$ cat src/rtl/hsv_pkg.sv
// hsv_pkg: limits and types shared by the HSV control block and hsv_to_rgb.
package hsv_pkg;
    localparam logic [8:0] HUE_MAX    = 9'd360;
    localparam logic [8:0] SV_MAX     = 9'd100;
    localparam logic [8:0] SECTOR_DEG = 9'd60;
    localparam logic [7:0] RGB_MAX    = 8'd255;
    typedef logic [2:0] sector_t;
    typedef logic [7:0] rgb8_t;
endpackage

$ cat src/rtl/rgb_pwm.sv
// rgb_pwm: 8-bit PWM for the RGB LED; duties latch only at period start.
module rgb_pwm
    import hsv_pkg::*;
#(
    parameter int PWM_DIV = 4
) (
    input  logic  clk,
    input  logic  reset,
    input  rgb8_t red,
    input  rgb8_t green,
    input  rgb8_t blue,
    output logic  pwm_r,
    output logic  pwm_g,
    output logic  pwm_b
);
    localparam int PW = PWM_DIV > 1 ? $clog2(PWM_DIV) : 1;
    logic [PW-1:0] pre;
    rgb8_t pwm_cnt, duty_r, duty_g, duty_b;
    logic tc;
    assign tc = pre == PW'(PWM_DIV - 1);
    always_ff @(posedge clk or posedge reset) begin
        if (reset) begin
            pre     <= '0;
            pwm_cnt <= '0;
            duty_r  <= '0;
            duty_g  <= '0;
            duty_b  <= '0;
            pwm_r   <= 1'b0;
            pwm_g   <= 1'b0;
            pwm_b   <= 1'b0;
        end else begin
            pre <= tc ? '0 : pre + 1'b1;
            if (tc) pwm_cnt <= pwm_cnt + 1'b1;
            // loading only on the wrap keeps every period at one duty
            if (tc && pwm_cnt == RGB_MAX) begin
                duty_r <= red;
                duty_g <= green;
                duty_b <= blue;
            end
            pwm_r <= pwm_cnt < duty_r;
            pwm_g <= pwm_cnt < duty_g;
            pwm_b <= pwm_cnt < duty_b;
        end
    end
endmodule

$ cat config.mk
export PLATFORM = sky130hd
export DESIGN_NAME = rgb_pwm
export DESIGN_NICKNAME = d
export VERILOG_FILES = /design/src/rtl/hsv_pkg.sv /design/src/rtl/rgb_pwm.sv
export SDC_FILE = /design/constraint.sdc
export NUM_CORES = 1
export LEC_CHECK = 0
export ABC_CLOCK_PERIOD_IN_PS = 3000
export BUFFER_PORTS_ARGS = -buffer_cell sky130_fd_sc_hd__buf_2
export CORE_UTILIZATION = 45
export DETAILED_ROUTE_END_ITERATION = 12
export PLACE_DENSITY_LB_ADDON = 0.1
export SLEW_MARGIN = 20
export SYNTH_ARGS = -nofsm -noshare
export SYNTH_HDL_FRONTEND = slang
export SYNTH_SLANG_ARGS = --single-unit
$ cat constraint.sdc
create_clock -name clk -period 3 [get_ports clk]
set_clock_uncertainty 0.15 [all_clocks]
set_input_delay 0.6 -clock clk [delete_from_list [all_inputs] [get_ports clk]]
set_output_delay 0.6 -clock clk [all_outputs]
set_load 0.02 [all_outputs]
==> qor.csv <==
metric,value,unit
Pwr Density,387,nW/um^2
row cnt,23,
unrepaired setup endpoints after global routing,false,
data required time of the worst path,3.03,ns
Worst R2R Path Depth,5,
static leakage,1.13,nW
CP max stage cell,nor3_4,
Die Height,67.2,um
Synth top area share,48.4,%
"non-filler cells, final",249,
Hold Worst Slack,0.286,ns
fin crit period,2.08,ns
GRT Util Overall,18.0,%
TritonRoute pass-1 iters,4,
Final Cycle Share,69.2,%
DRC viols,0,
die area,4510,sq um
final hold viol count,0,
Startpoint Class,flop,
average cell area after synthesis,11.9,sq um
Hold Crit Class,reg -> reg,
"Cell Area, Synth",1910,sq um
leading cell type by number of instances after synthesis,dfrtp_1,
Final Max Slew Viols,0,
final wirelength,3360,um
CTS root buf,clkbuf_8,
nets@finish,247,
postcts setup bufs,0,
share of post-route cells with drive strength above 1,32.2,%
first-pass GRT wire length,5750,um
synth cell count leaders,"dfrtp_1 (37), mux2_2 (24), ha_1 (23)",
DRT iter0 DRCs,29,
slew at the pin with the worst max-slew slack,0.814,ns
chip width,67.2,um
Slew headroom,45.7,%
core footprint,4030,sq um
cell count after placement,241,
Critical Path AT,2.10,ns
CTS tree,built,
predominant post-synthesis flop cell,dfrtp_1,
Placer Congestion,0.804,
vias in the first global route,1313,
total power,0.854,mW
Hold Buf Count CTS,0,
Starting Density,47.5,%
largest net degree at the start of global routing,23,
antenna-violating nets left,0,
via count,1270,
Max H-tree Level,2,
Final Setup Violations,0,
Post-DP HPWL,2620,um
Crit Path Category,reg -> reg,
"Seq/Total Area, Yosys",48.4,%
Synth cell types,23,
max incr delay on CP,0.38,ns
Post-synth EDFFs,0,
Hold Path Stages,1,
fillers,376,
cts repair resizes,0,
clk buf depth,2,
Crit. End Element,flop,
vias per inst,5.10,
Peak Freq,482,MHz
crit-path max FO,11,
WP depth,5,
cell count after synthesis,161,
#FFs+latches synth,37,
CP bufs+invs,1,
Post-Syn Nets,210,
"delay-heaviest family, CP",simple AND/OR/NAND/NOR gates,
Ports,29,
CP Cell Sequence,ha_1 > nand2_1 > nor3_4 > buf_4 > mux2_2,
clk_lat worst skew,0.29,ns
Num CTS Buffers,5,
ys async rst share,100,%
initial antenna violation count,0,
status,finished clean,
IO Port Bufs,28,
CTS clock-pin slew for the worst setup and hold paths,0.07,ns
clk sinks,37,
Synth area leader,dfrtp_1,
GR Overflow Total,0,
routed len/inst,13.5,um
maximum VDD drop,0.299,mV
yosys warns,0,
ranking of synthesized cells by area,"dfrtp_1 (48%), ha_1 (15%), mux2_2 (14%)",
# diodes,0,
area grow syn2layout,15.3,%
Setup TNS Final,0,ns
MaxCap Viol Count,0,
[area by class of cell]
type	instances	area, sq um	share of cell area [%]
flip-flops and latches	37	926	42.0
clock inverters	2	10.0	0.454
inverters	22	82.6	3.75
multi-input cells	100	881	40.0
well taps	50	62.6	2.84
clock buffers	6	72.6	3.29
repair buffers	32	170	7.72
[report_power, final]
part | total, mW | leakage, nW | switching, mW | internal (mW)
Combinational | 0.0266 | 0.587 | 0.0135 | 0.0131
Clock | 0.328 | 0.0450 | 0.168 | 0.161
Sequential | 0.499 | 0.503 | 0 | 0.499
[cells by family after synthesis]
logic type,count (synthesis),synth area share (%)
flip-flops,37,48.4
adder cells (fa/ha/maj),23,15.1
AND/OR/NAND/NOR,27,7.33
XOR/XNOR,7,3.21
buffers and inverters,24,5.50
multiplexers,25,14.7
AO/OA/AOI/OAI,18,5.76
[metrics by stage]
step | util [%] | setup slack, ns | instance area, sq um
final | 54.7 | 0.925 | 2200
after global routing | 54.7 | 0.822 | 2200
after CTS | 54.7 | 0.922 | 2200
after detailed placement | 52.7 | 0.931 | 2120
after global placement | 52.7 | 1.03 | 2120
after floorplan | - | 1.22 | 1910
[cell usage in the layout, fill, tap and decap left out]
cell type and n:
mux2_1 1, a21o_1 3, clkbuf_8 5, a31oi_1 1, mux2_2 24, o211ai_1 2, xor2_1 3, nor2b_1 2
xnor2_1 4, nor2_1 5, inv_1 22, and3_1 2, nand4_1 3, nor3_4 1, nand2_1 8, o21a_1 1
nand2b_1 1, clkinv_2 2, nand3_1 5, clkbuf_1 1, ha_1 23, dfrtp_1 37, a21oi_1 8, buf_4 4
buf_2 28, o21ai_0 2, a221oi_1 1
[final timing paths]
kind                         from          to  slack, ns
max                        pre[0]   duty_g[5]       0.92
min                        pre[0]      pre[0]       0.29
max reg2reg                pre[0]   duty_g[5]       0.92
min reg2reg                pre[0]      pre[0]       0.29
max in group asynchronous   reset   duty_g[1]       1.77
min in group asynchronous   reset  pwm_cnt[5]       0.31
[flip-flops by register name, summed over array words and instances (netlist names)]
name     cells
duty_b       8
duty_g       8
pwm_b        1
pwm_g        1
pwm_cnt      8
pre          2
duty_r       8
pwm_r        1
[metal layers]
layer  vias to the layer above  routed length [um]  global-route usage (%)
met5                         -                   0                       0
met4                         0                  55                    7.18
met3                         6                 152                    5.07
met2                        28                1620                    29.4
met1                       611                1530                    22.4
li1                        625                   -                       -
(Power assumes the default switching activity.)
